### src/rtl/divide.sv
// rtl/divide.sv - sequential restoring divider, 2N-bit by N-bit, one quotient bit per clock
// Start/busy/done handshake; divide-by-zero and quotient overflow are reported without iterating.
module divide #(
  parameter int N = 4
) (
  input  logic           clk,
  input  logic           rst_n,
  input  logic           start,
  input  logic [2*N-1:0] dividend,
  input  logic [N-1:0]   divisor,
  output logic           busy,
  output logic           done,
  output logic [N-1:0]   quotient,
  output logic [N-1:0]   remainder,
  output logic           div_zero,
  output logic           overflow
);

  localparam int CW = (N > 1) ? $clog2(N) : 1;

  typedef enum logic [1:0] {IDLE, CALC, DONE} state_t;

  state_t        state_q, state_d;
  logic [N-1:0]  d_q, d_d;
  logic [N-1:0]  p_q, p_d;
  logic [N-1:0]  s_q, s_d;
  logic [N-1:0]  q_q, q_d;
  logic [N-1:0]  quo_q, quo_d;
  logic [N-1:0]  rem_q, rem_d;
  logic [CW-1:0] cnt_q, cnt_d;
  logic          dz_q, dz_d;
  logic          ov_q, ov_d;

  logic [N:0]    t;
  logic          ge;
  logic [N-1:0]  a_hi;

  always_comb begin
    state_d = state_q;
    d_d     = d_q;
    p_d     = p_q;
    s_d     = s_q;
    q_d     = q_q;
    quo_d   = quo_q;
    rem_d   = rem_q;
    cnt_d   = cnt_q;
    dz_d    = dz_q;
    ov_d    = ov_q;
    a_hi    = dividend[2*N-1:N];
    t       = {p_q, s_q[N-1]};
    ge      = (t >= {1'b0, d_q});

    case (state_q)
      IDLE: begin
        if (start) begin
          if ((divisor == '0) || (a_hi >= divisor)) begin
            state_d = DONE;
            dz_d    = (divisor == '0);
            ov_d    = (divisor != '0) && (a_hi >= divisor);
            quo_d   = '0;
            rem_d   = '0;
          end else begin
            state_d = CALC;
            d_d     = divisor;
            p_d     = a_hi;
            s_d     = dividend[N-1:0];
            q_d     = '0;
            cnt_d   = '0;
          end
        end
      end
      CALC: begin
        // After a successful subtract the partial remainder is below D, so N bits hold it.
        p_d   = ge ? (t[N-1:0] - d_q) : t[N-1:0];
        s_d   = s_q << 1;
        q_d   = {q_q[N-2:0], ge};
        cnt_d = cnt_q + 1'b1;
        if (cnt_q == CW'(N - 1)) begin
          state_d = DONE;
          quo_d   = q_d;
          rem_d   = p_d;
          dz_d    = 1'b0;
          ov_d    = 1'b0;
        end
      end
      DONE:    state_d = IDLE;
      default: state_d = IDLE;
    endcase
  end

  always_ff @(posedge clk) begin
    if (!rst_n) begin
      state_q <= IDLE;
      d_q     <= '0;
      p_q     <= '0;
      s_q     <= '0;
      q_q     <= '0;
      quo_q   <= '0;
      rem_q   <= '0;
      cnt_q   <= '0;
      dz_q    <= 1'b0;
      ov_q    <= 1'b0;
    end else begin
      state_q <= state_d;
      d_q     <= d_d;
      p_q     <= p_d;
      s_q     <= s_d;
      q_q     <= q_d;
      quo_q   <= quo_d;
      rem_q   <= rem_d;
      cnt_q   <= cnt_d;
      dz_q    <= dz_d;
      ov_q    <= ov_d;
    end
  end

  assign busy      = (state_q != IDLE);
  assign done      = (state_q == DONE);
  assign quotient  = quo_q;
  assign remainder = rem_q;
  assign div_zero  = dz_q;
  assign overflow  = ov_q;

endmodule

### config.mk
export PLATFORM = sky130hd
export DESIGN_NAME = divide
export DESIGN_NICKNAME = d
export VERILOG_FILES = /design/src/rtl/divide.sv
export SDC_FILE = /design/constraint.sdc
export NUM_CORES = 1
export LEC_CHECK = 0
export ABC_CLOCK_PERIOD_IN_PS = 2250
export CAP_MARGIN = 15
export CELL_PAD_IN_SITES_DETAIL_PLACEMENT = 1
export CELL_PAD_IN_SITES_GLOBAL_PLACEMENT = 2
export CORE_MARGIN = 10
export CORE_UTILIZATION = 28
export CTS_CLUSTER_DIAMETER = 40
export DETAILED_ROUTE_END_ITERATION = 7
export PLACE_DENSITY = 0.7
export REMOVE_ABC_BUFFERS = 1
export SLEW_MARGIN = 25
export SYNTH_ARGS = -nofsm -noshare
export SYNTH_HDL_FRONTEND = slang
export SYNTH_SLANG_ARGS = --single-unit
### constraint.sdc
create_clock -name clk -period 2.25 [get_ports clk]
set_clock_uncertainty 0.2 [all_clocks]
set_input_delay 0.3375 -clock clk [delete_from_list [all_inputs] [get_ports clk]]
set_output_delay 0.3375 -clock clk [all_outputs]
set_load 0.02 [all_outputs]
---- Word-level counts from Yosys, hierarchy flattened ----
Cells that the tools add are included.
storage, ports and cells
  register bits after elaboration ......... 29
  output and inout bits ................... 12
  bits of input ports ..................... 15
  logic and storage cells ................. 63
operators by class
  muxes and demuxes ....................... 30
  $add $sub $neg .......................... 2
  magnitude comparators ................... 2
  eq/ne operators ......................... 7
  bitwise operators ....................... 1
  reductions and logical operators ........ 11
operators with widths
  operator                                              count
  two-way mux 4 bit                                     9
  one-hot mux 4 bit (2 select lines)                    4
  two-way mux 2 bit                                     5
  inequality test 2 bit (second input constant)         4
  one-hot mux 2 bit (2 select lines)                    2
  two-way mux 3 bit                                     2
  one-hot mux 3 bit (2 select lines)                    1
  AND reduction 3 bit                                   2
  >= comparator 5 x 4 -> 1 bit                          1
  two-way mux 1 bit                                     5
  equality test 2 bit (second input constant)           2
  >= comparator 4 bit                                   1
  logical NOT 4 bit                                     1
  one-hot mux 1 bit (2 select lines)                    2
  AND reduction 4 bit                                   1
  nonzero test 2 bit                                    2
  nonzero test 4 bit                                    1
  subtractor 4 bit                                      1
  adder 2 x 1 -> 2 bit (second input constant)          1
  equality test 2 x 1 -> 1 bit (second input constant)  1
  logical NOT 2 bit                                     1
  AND reduction 2 bit                                   1
  logical AND 1 bit                                     1
  logical OR 1 bit                                      1
  inverter 1 bit                                        1

---- Longest topological paths before layout ----
Gate-level depths: netlist of run 1.
  depth after elaboration ................. 5
  mapped depth ............................ 8
  mapped depth without buffers ............ 8

---- Worst setup path before layout of run 1 ----
No wires, ideal clock.
  path kind ............................... reg2reg
  from .................................... reg d_q[1]
  to ...................................... reg p_q[1]
  required time ........................... 1.967 ns
  setup time .............................. 0.083 ns
  clock period less this slack ............ 2.149 ns
  path buffers ............................ 1
  slack ................................... 0.101 ns
  stages on the path, launching flop included .. 9
  arrival ................................. 1.867 ns
  cells stage by stage .................... dfxtp_1 > inv_1 > ha_1 > nor2b_1 > o31ai_1 > nor2b_1 > buf_4 > mux2_2 > o221ai_1
on the way
  longest elaborated chain between the ends .. 3
  elaborated cells between the ends (all ways) .. 4
  those cells by class .................... add/sub: 1; order compare: 1; mux: 2
RTL lines
  element                                                                  line    source
  from (decl)                                                              24      logic [N-1:0] d_q, d_d;
  from (signal assigned)                                                   94      d_q <= '0;
  from (signal assigned)                                                   105     d_q <= d_d;
  subtractor 4 bit / >= comparator 5 x 4 -> 1 bit (equally long branches)  74, 51
  two-way mux 4 bit *                                                      74      p_d = ge ? (t[N-1:0] - d_q) : t[N-1:0];
  one-hot mux 4 bit (2 select lines) *                                     53      case (state_q)
  to (signal assigned)                                                     106     p_q <= p_d;
  to (decl)                                                                25      logic [N-1:0] p_q, p_d;
Mark *: on every way between the ends. The rest lies on a longest branch, timed or not.
A chain may end at the register's enable or synchronous reset.

---- Worst setup path after layout of run 1 ----
  from .................................... reg d_q[1]
  to ...................................... reg p_q[0]
on the way
  longest elaborated chain between the ends .. 3
RTL lines
  element                             line  source
  >= comparator 5 x 4 -> 1 bit        51    ge = (t >= {1'b0, d_q});
  two-way mux 4 bit                   74
  one-hot mux 4 bit (2 select lines)  53
No other way between the ends.

==> results.toml, run 1 <==
[synth]
synth-simple-area-share_pct = 19.7
yosys.area_share.adder_pct = 8.43
synth_top_family_by_area = "compound AO/OA/AOI/OAI gates"
synth_compound_area_share_pct = 21.3
synth_ff_type = "dfxtp_1"
synth_seq_cells = 29
synth_cell_types = 46
yosysMostFrequentCell = "dfxtp_1"
synth.top_cells.by_area = "dfxtp_1 37%, ha_1 7.2%, nand2_1 5.0%"
yosysWarnings = 0
yosys.area.top_type_share_pct = 36.9
ys_seq_area_share_pct = 36.9
synth.avg_cell_area_um2 = 9.09
synth_edf_count = 0
synth_top_area_cell = "dfxtp_1"
syn-instance-count = 173
ys_async_sr_fraction_pct = 0
synthXorXnorAreaFrac_pct = 0.557
syn_area_um2 = 1570
synth_common_cells = "29 x dfxtp_1, 21 x nand2_1, 18 x nor2_1, 10 x inv_1"
yosys-mux-area-fraction_pct = 6.60

[drt]
wl_per_cell_um = 16.5
post_drt_via_cell_ratio = 4.85
dr.first_iter.drc_count = 28
wirelength_um = 4940
drc = 0
dr.pass1.iters = 4
via_count = 1456
drt.antenna.violating_nets = 0

[min_path]
hold_end = "remainder[1]$_SDFFE_PN0P_"
hold_class = "flip-flop to flip-flop"
holdCritStartpoint = "remainder[1]$_SDFFE_PN0P_"
min_path_cells = 2

[outcome]
status = "finished, final reports clean"

[global_routing]
grt_max_degree = 20
gr-usage-all-layers_pct = 11.8
antenna_found_initial = 0
grt_pass1_vias = 1645
grt_pass1_wl_um = 8290
overflow = 0

[critical_path]
crit_required_ns = 2.22
r2r-end = "p_q[0]$_SDFFE_PN0P_"
crit_arrival_ns = 2.15
crit_fanout = 5
rr_startpoint = "d_q[1]$_SDFFE_PN0P_"
crit_type = "flip-flop to flip-flop"
r2r_cells = 9
start_kind = "flip-flop"
r2r_slack_ns = 0.07
cp-end-kind = "flip-flop"

[placement]
dp_cells = 286
finalWeightedCongestion = 0.793
place_ws_ns = -0.409
place_hpwl_um = 3720
portBuffers = 26
place_area_um2 = 2050

[layout]
num_antenna_cells = 0
layout-drive-gt1-share_pct = 31.6
stdcell_count = 300
synthToLayoutAreaGrowth_pct = 48.3
fin_area_um2 = 2330
fin_nets = 252
fin_util_pct = 42.6

[clock_network]
path_clk_slew_ns = 0.06
cts_buffers = 5
clk_latency_ns = 0.28
holdBufCountCts = 0
cts.sinks = 29
clockBufferDepth = 2
cts_tree = "yes"
clockRootBuffer = "clkbuf_8"
htreeDepth = 2

[sta]
fmax_ghz = 0.458
slew_headroom_pct = 74.4
finalSetupViolations = 0
worstMarginPinSlew_ns = 0.382
period_minus_slack_ns = 2.18
hold_viol = 0
setup_slack_ns = 0.0689
whs_ns = 0.271
rsz0062_at_grt = "false"
fin_crit_sh_pct = 96.9
slew_viol_final = 0
finalSetupTns_ns = 0

[power]
ir_drop_v = 0.000230
total_power_mw = 1.66
p_leak_nw = 0.942
power_density_nw_per_um2 = 712

[floorplan]
initial_utilization_pct = 28.7
core_um2 = 5470
die_w_um = 94.9
die_area_um2 = 9010
die_y_um = 94.9
pin_count = 27
rows = 27

[job]
drv_cap = 0
==> how the worst max path moves through the flow <==
| stage | startpoint | endpoint |
|---|---|---|
| floorplan | d_q[1]$_SDFFE_PN0P_ | p_q[1]$_SDFFE_PN0P_ |
| global placement | divisor[3] | d_q[2]$_SDFFE_PN0P_ |
| detailed placement | dividend[4] | d_q[3]$_SDFFE_PN0P_ |
| CTS | dividend[4] | p_q[3]$_SDFFE_PN0P_ |
| global route | d_q[3]$_SDFFE_PN0P_ | p_q[0]$_SDFFE_PN0P_ |
| finish | d_q[1]$_SDFFE_PN0P_ | p_q[0]$_SDFFE_PN0P_ |
==> registers in the layout (all words and copies together) (netlist names), 2 cells and up <==
signal,cells
state_q,2
remainder,4
cnt_q,2
s_q,4
q_q,3
p_q,4
quotient,4
d_q,4
==> repair_timing <==
action	4_1_cts	5_1_grt
pin swaps	9	10
resized for setup	8	26
buffers inserted	4	0
endpoints found under the setup margin	13	26
gates cloned	1	1
hold endpoints to repair	0	0
==> cell usage in the layout, fill, tap and decap left out, types with 6 or more instances in the layout <==
cell / n
a21oi_1: 7
buf_4: 24
clkbuf_8: 7
clkdlybuf4s50_1: 19
dfxtp_1: 26
dlymetal6s2s_1: 7
ha_1: 6
inv_1: 7
mux2i_1: 7
nand2_1: 21
nand3_1: 7
nor2_1: 18
==> metal layers <==
layer  vias to the layer above  wire (µm)  track usage [%]
li1                        729          -                -
met1                       713       2070             12.7
met2                         9       2690             21.6
met3                         5         93             2.54
met4                         0         76             4.99
met5                         -          0                0
==> cell type report <==
cell class / count / area (µm²)
clock buffer: 7 / 96.3
multi-input combinational: 123 / 990
clock inverter: 1 / 5.00
inverter: 12 / 47.5
tap: 72 / 90.1
timing repair buffer: 56 / 519
sequential: 29 / 584
fill: 635 / 3140
==> power breakdown <==
| group | total, mW | leakage [nW] | switching, mW | internal, mW |
|---|---|---|---|---|
| registers | 0.591 | 0.238 | 0.0370 | 0.554 |
| logic | 0.599 | 0.650 | 0.287 | 0.312 |
| clock network | 0.470 | 0.0542 | 0.194 | 0.276 |
| total | 1.66 | 0.942 | 0.519 | 1.14 |
==> worst max-delay path, stage by stage (launching register included) <==
cell and delay (ns):
dfxtp_2 0.36, inv_4 0.05, ha_4 0.26, nor2b_2 0.20, o31ai_4 0.10, nor2b_2 0.17, buf_6 0.13, buf_4 0.14
a31o_2 0.24, o221a_2 0.23
==> logic make-up after synthesis <==
kind of cell / Yosys count
adder cells (fa/ha/maj): 10
AND/OR/NAND/NOR: 60
multiplexers: 10
XOR/XNOR: 1
flip-flops: 29
AO/OA/AOI/OAI: 41
buffers and inverters: 22
No activity file was read; power rests on OpenSTA's default activity.
==> inputs of run 2 (changes only) <==
--- a/config.mk
+++ b/config.mk
@@ -9,6 +9,7 @@
 export CAP_MARGIN = 15
 export CELL_PAD_IN_SITES_DETAIL_PLACEMENT = 1
 export CELL_PAD_IN_SITES_GLOBAL_PLACEMENT = 2
+export CORE_ASPECT_RATIO = 1.5
 export CORE_MARGIN = 10
 export CORE_UTILIZATION = 28
 export CTS_CLUSTER_DIAMETER = 40
==> run 2 against run 1 <==
  * Sequential share of layout area increased by 0.91 points
  * Maximum frequency about the same
  * Design area decreased by 3.7%
  * Utilization decreased by 1.4 points
  * Critical path depth increased by 1
  * Register-to-register slack improved by 0.06 ns
  * Wire length decreased by 4.1%
  * Setup slack improved by 0.0021 ns
==> results.toml, run 2 (synthesized netlist as in run 1, its figures left out) <==
[outcome]
status = "finished, final reports clean"

[global_routing]
grt_pass1_wl_um = 7560
grt_max_degree = 18
grt_pass1_vias = 1614
overflow = 0
antenna_found_initial = 0
gr-usage-all-layers_pct = 10.7

[clock_network]
cts.sinks = 29
htreeDepth = 2
clockRootBuffer = "clkbuf_8"
clk_latency_ns = 0.28
cts_tree = "yes"
path_clk_slew_ns = 0.06
holdBufCountCts = 0
clockBufferDepth = 2
cts_buffers = 5

[sta]
slew_viol_final = 0
period_minus_slack_ns = 2.18
worstMarginPinSlew_ns = 0.529
rsz0062_at_grt = "true"
hold_viol = 0
setup_slack_ns = 0.0710
whs_ns = 0.266
slew_headroom_pct = 64.5
finalSetupViolations = 0
finalSetupTns_ns = 0
fmax_ghz = 0.459
fin_crit_sh_pct = 96.8

[drt]
post_drt_via_cell_ratio = 5.00
via_count = 1461
dr.pass1.iters = 4
drt.antenna.violating_nets = 0
drc = 0
dr.first_iter.drc_count = 42
wirelength_um = 4730
wl_per_cell_um = 16.2

[floorplan]
die_area_um2 = 9080
pin_count = 27
initial_utilization_pct = 28.9
die_y_um = 112
core_um2 = 5450
die_w_um = 81.2
rows = 33

[power]
total_power_mw = 1.58
power_switching_uw = 495
p_int_mw = 1.09
seqPwrFrac_pct = 37.2
swShare_pct = 31.3
clkPwrFrac_pct = 30.0
pwr-share-comb_pct = 32.8
ir_drop_v = 0.000311
p_leak_nw = 0.878
power_density_nw_per_um2 = 703

[critical_path]
crit_top_cell = "buf_6"
crit_type = "input port to flip-flop"
start_kind = "input port"
cpLargestDelayFamily = "buffers and inverters"
crit_required_ns = 2.23
cp_num_buf_inv = 4
cpMaxStageDelayCell = "clkdlybuf4s50_1"
cpPeakStageDelay_ns = 0.47
crit_arrival_ns = 2.16
crit_fanout = 6
cp_cell_sequence = "clkdlybuf4s50_1, inv_2, ha_4, nor3b_2, o21ai_2, buf_6, o21bai_4, buf_6, a21oi_1, a311oi_2"
cp-end-kind = "flip-flop"

[layout]
stdcell_count = 292
fin_nets = 246
final_common_cell = "dfxtp_1"
layout-drive-gt1-share_pct = 28.4
fin_area_um2 = 2250
num_antenna_cells = 0
nFillCells = 664
fin_util_pct = 41.2
final_cell_mix = "27 x dfxtp_1, 21 x nand2_1, 21 x clkdlybuf4s50_1"
synthToLayoutAreaGrowth_pct = 42.8

[job]
drv_cap = 0

[placement]
portBuffers = 26
finalWeightedCongestion = 0.756
place_ws_ns = -0.366
place_area_um2 = 2040
place_hpwl_um = 3720
dp_cells = 282

[min_path]
hold_class = "flip-flop to flip-flop"
-- run 2: cell types whose count changed in the layout (fill, tap and decap cells not counted), sizes merged --
| cell | delta |
|---|---|
| dlygate4sd2 | +1 |
| dlymetal6s2s | -3 |
| buf | -6 |
| clkdlybuf4s50 | +2 |
-- run 2: power by group through the flow --
stage,clock (mW),combinational [mW],sequential (mW)
detailed placement,0,0.464,0.598
global placement,0,0.443,0.597
floorplan,0,0.268,0.591
finish,0.474,0.518,0.588
global route,0.524,0.570,0.592
CTS,0.489,0.495,0.587
-- run 2: timing repair --
item / in CTS / in global routing
cloned: 0 / 1
buffers inserted: 1 / 0
endpoints found under the setup margin: 11 / 17
pin swaps: 1 / 8
resized for setup: 8 / 15
-- run 2: path summary, 6_finish.rpt --
path / from / to / slack, ns / depth (start not counted)
setup / recovery: dividend[4] / s_q[1]$_SDFFE_PN0P_ / 0.07 / 10
setup reg to reg: d_q[1]$_SDFFE_PN0P_ / p_q[2]$_SDFFE_PN0P_ / 0.13 / 8
hold / removal: quotient[0]$_SDFFE_PN0P_ / quotient[0]$_SDFFE_PN0P_ / 0.27 / 2
hold reg to reg: quotient[0]$_SDFFE_PN0P_ / quotient[0]$_SDFFE_PN0P_ / 0.27 / 2
-- run 2: routing by layer --
metal  vias to the layer above  part of all wire (%)  global-route usage (%)
li1                        711                     -                       -
met4                         0                   3.1                    6.14
met2                        34                    55                    19.2
met5                         -                     0                       0
met3                        10                   4.1                    3.38
met1                       706                    38                    10.1
-- run 2: worst register-to-register path, cell delays in order (launching register included) --
cell	delay, ns
dfxtp_2	0.33
inv_1	0.06
ha_1	0.28
nor2b_1	0.15
o31ai_2	0.26
nor2b_4	0.23
buf_6	0.15
mux2i_4	0.22
o221a_2	0.19
-- run 2: area by class of cell --
class | count | area [µm²] | share of cell area, %
well taps | 70 | 87.6 | 3.90
clock buffers | 7 | 96.3 | 4.29
clock inverters | 1 | 5.00 | 0.223
inverters | 12 | 45.0 | 2.01
multi-input cells | 123 | 965 | 43.0
flip-flops and latches | 29 | 583 | 26.0
repair buffers | 50 | 464 | 20.7
==> inputs of run 3 (changes only) <==
--- a/config.mk
+++ b/config.mk
@@ -7,14 +7,12 @@
 export LEC_CHECK = 0
 export ABC_CLOCK_PERIOD_IN_PS = 2250
 export CAP_MARGIN = 15
-export CELL_PAD_IN_SITES_DETAIL_PLACEMENT = 1
-export CELL_PAD_IN_SITES_GLOBAL_PLACEMENT = 2
 export CORE_ASPECT_RATIO = 1.5
 export CORE_MARGIN = 10
-export CORE_UTILIZATION = 28
-export CTS_CLUSTER_DIAMETER = 40
+export CORE_UTILIZATION = 47
+export CTS_CLUSTER_DIAMETER = 60
 export DETAILED_ROUTE_END_ITERATION = 7
-export PLACE_DENSITY = 0.7
+export PLACE_DENSITY = 0.72
 export REMOVE_ABC_BUFFERS = 1
 export SLEW_MARGIN = 25
 export SYNTH_ARGS = -nofsm -noshare
==> run 3 against run 2 <==
  * Setup slack worse by 0.030 ns
  * Maximum frequency is 1.4% lower
  * Via count is 2.9% higher
  * First-iteration DRC count is 43% higher
  * Largest power group is now the clock network
  * Highest routed layer unchanged
==> results.toml, run 3 (synthesized netlist as in run 1, its figures left out) <==
[floorplan]
core_um2 = 3190
die_y_um = 90.9
rows = 25
die_area_um2 = 6110
die_w_um = 67.2
pin_count = 27
initial_utilization_pct = 49.3

[drt]
wirelength_um = 4290
drt.antenna.violating_nets = 0
drc = 0
dr.pass1.iters = 4
via_count = 1504
post_drt_via_cell_ratio = 5.53
dr.first_iter.drc_count = 60
wl_per_cell_um = 15.8

[power]
ir_drop_v = 0.000516
p_leak_nw = 0.943
power_switching_uw = 489
swShare_pct = 27.9
seqPwrFrac_pct = 33.3
pwr-share-comb_pct = 30.6
power_density_nw_per_um2 = 768
p_int_mw = 1.27
clkPwrFrac_pct = 36.0

[clock_network]
cts.sinks = 29
cts_buffers = 5
clockBufferDepth = 2
clockRootBuffer = "clkbuf_8"
htreeDepth = 2
path_clk_slew_ns = 0.07
clk_latency_ns = 0.28
cts_tree = "yes"

[sta]
period_minus_slack_ns = 2.21
fmax_ghz = 0.453
rsz0062_at_grt = "true"
slew_viol_final = 0
slew_headroom_pct = 74.0
whs_ns = 0.262
worstMarginPinSlew_ns = 0.389
hold_viol = 0
finalSetupViolations = 0
fin_crit_sh_pct = 98.2

[critical_path]
crit_required_ns = 2.24
cp_cell_sequence = "clkdlybuf4s50_1, ha_1, o211ai_1, o21ai_2, buf_4, o21bai_4, buf_6, a21oi_1, a311oi_2"
start_kind = "input port"
cp_num_buf_inv = 3
cp-end-kind = "flip-flop"
crit_arrival_ns = 2.20
crit_fanout = 7
cpPeakStageDelay_ns = 0.44
crit_type = "input port to flip-flop"
cpMaxStageDelayCell = "clkdlybuf4s50_1"
cpLargestDelayFamily = "compound AO/OA/AOI/OAI gates"

[min_path]
hold_class = "input port to flip-flop"

[global_routing]
grt_pass1_vias = 1536
use_met2_pct = 25.3
gr-usage-all-layers_pct = 13.9
busiest_layer = "met2"
antenna_found_initial = 0
grt_pass1_wl_um = 6810
grt_max_degree = 20
overflow = 0
gr-usage-met1_pct = 13.5
grt_util_met3_pct = 4.97

[layout]
synthToLayoutAreaGrowth_pct = 45.3
stdcell_count = 272
fin_nets = 256
layout-drive-gt1-share_pct = 29.7
final_common_cell = "buf_4"
final_cell_mix = "32 x buf_4, 28 x dfxtp_1, 21 x nand2_1, 21 x clkdlybuf4s50_1, 18 x nor2_1"
nFillCells = 251
num_antenna_cells = 0
fin_util_pct = 71.6

[placement]
place_hpwl_um = 3130
finalWeightedCongestion = 0.863
portBuffers = 26
dp_cells = 255

[job]
drv_cap = 0

[outcome]
status = "finished, final reports clean"
run 3: per-layer routing:
| metal | vias up | part of all wire, % |
|---|---|---|
| met2 | 45 | 54 |
| met1 | 716 | 37 |
| met4 | 0 | 2.6 |
| met3 | 12 | 6.8 |
| li1 | 731 | - |
| met5 | - | 0 |
run 3: final timing paths:
| path | startpoint | endpoint | slack (ns) | cells after the start |
|---|---|---|---|---|
| setup reg to reg | d_q[1]$_SDFFE_PN0P_ | p_q[3]$_SDFFE_PN0P_ | 0.07 | 7 |
| hold / removal | divisor[1] | d_q[1]$_SDFFE_PN0P_ | 0.26 | 4 |
| hold reg to reg | q_q[2]$_SDFFE_PN0P_ | q_q[2]$_SDFFE_PN0P_ | 0.27 | 2 |
| setup / recovery | dividend[5] | s_q[2]$_SDFFE_PN0P_ | 0.04 | 9 |
run 3: power groups by stage:
stage	registers, mW	logic [mW]	clock network [mW]
6_report	0.585	0.538	0.632
4_1_cts	0.582	0.479	0.645
5_1_grt	0.587	0.582	0.674
3_3_place_gp	0.593	0.450	0
3_5_place_dp	0.593	0.469	0
2_1_floorplan	0.591	0.268	0
run 3: worst register-to-register path, delay by kind of cell, from the launching register on:
family | cells | cell delay (ns)
flops | 1 | 0.33
buf+inv | 1 | 0.06
fa+ha+maj | 1 | 0.31
compound gates | 3 | 0.51
simple gates | 2 | 0.65
run 3: timing repair:
item	in CTS	in global routing
hold buffers	0	0
resized for setup	1	15
cloned	0	1
pin swaps	0	9
buffers inserted	0	8
setup endpoints to repair	2	25
run 3: cell type report:
type	count	area, µm²	share of cell area (%)
multi-input combinational	123	945	41.3
sequential	29	582	25.5
timing repair buffer	60	529	23.2
clock buffer	5	68.8	3.01
clock inverter	3	65.1	2.85
tap	40	50.0	2.19
inverter	12	45.0	1.97
run 3: per-stage QoR:
stage / TNS (ns) / power (mW) / area, µm² / setup WS, ns
2_1_floorplan: -0.176 / 0.859 / 1520 / -0.119
3_3_place_gp: -4.35 / 1.04 / 2020 / -0.224
3_5_place_dp: -5.79 / 1.06 / 2020 / -0.301
4_1_cts: 0 / 1.71 / 2160 / 0.00452
5_1_grt: -0.0495 / 1.84 / 2280 / -0.0126
6_report: 0 / 1.75 / 2280 / 0.0406
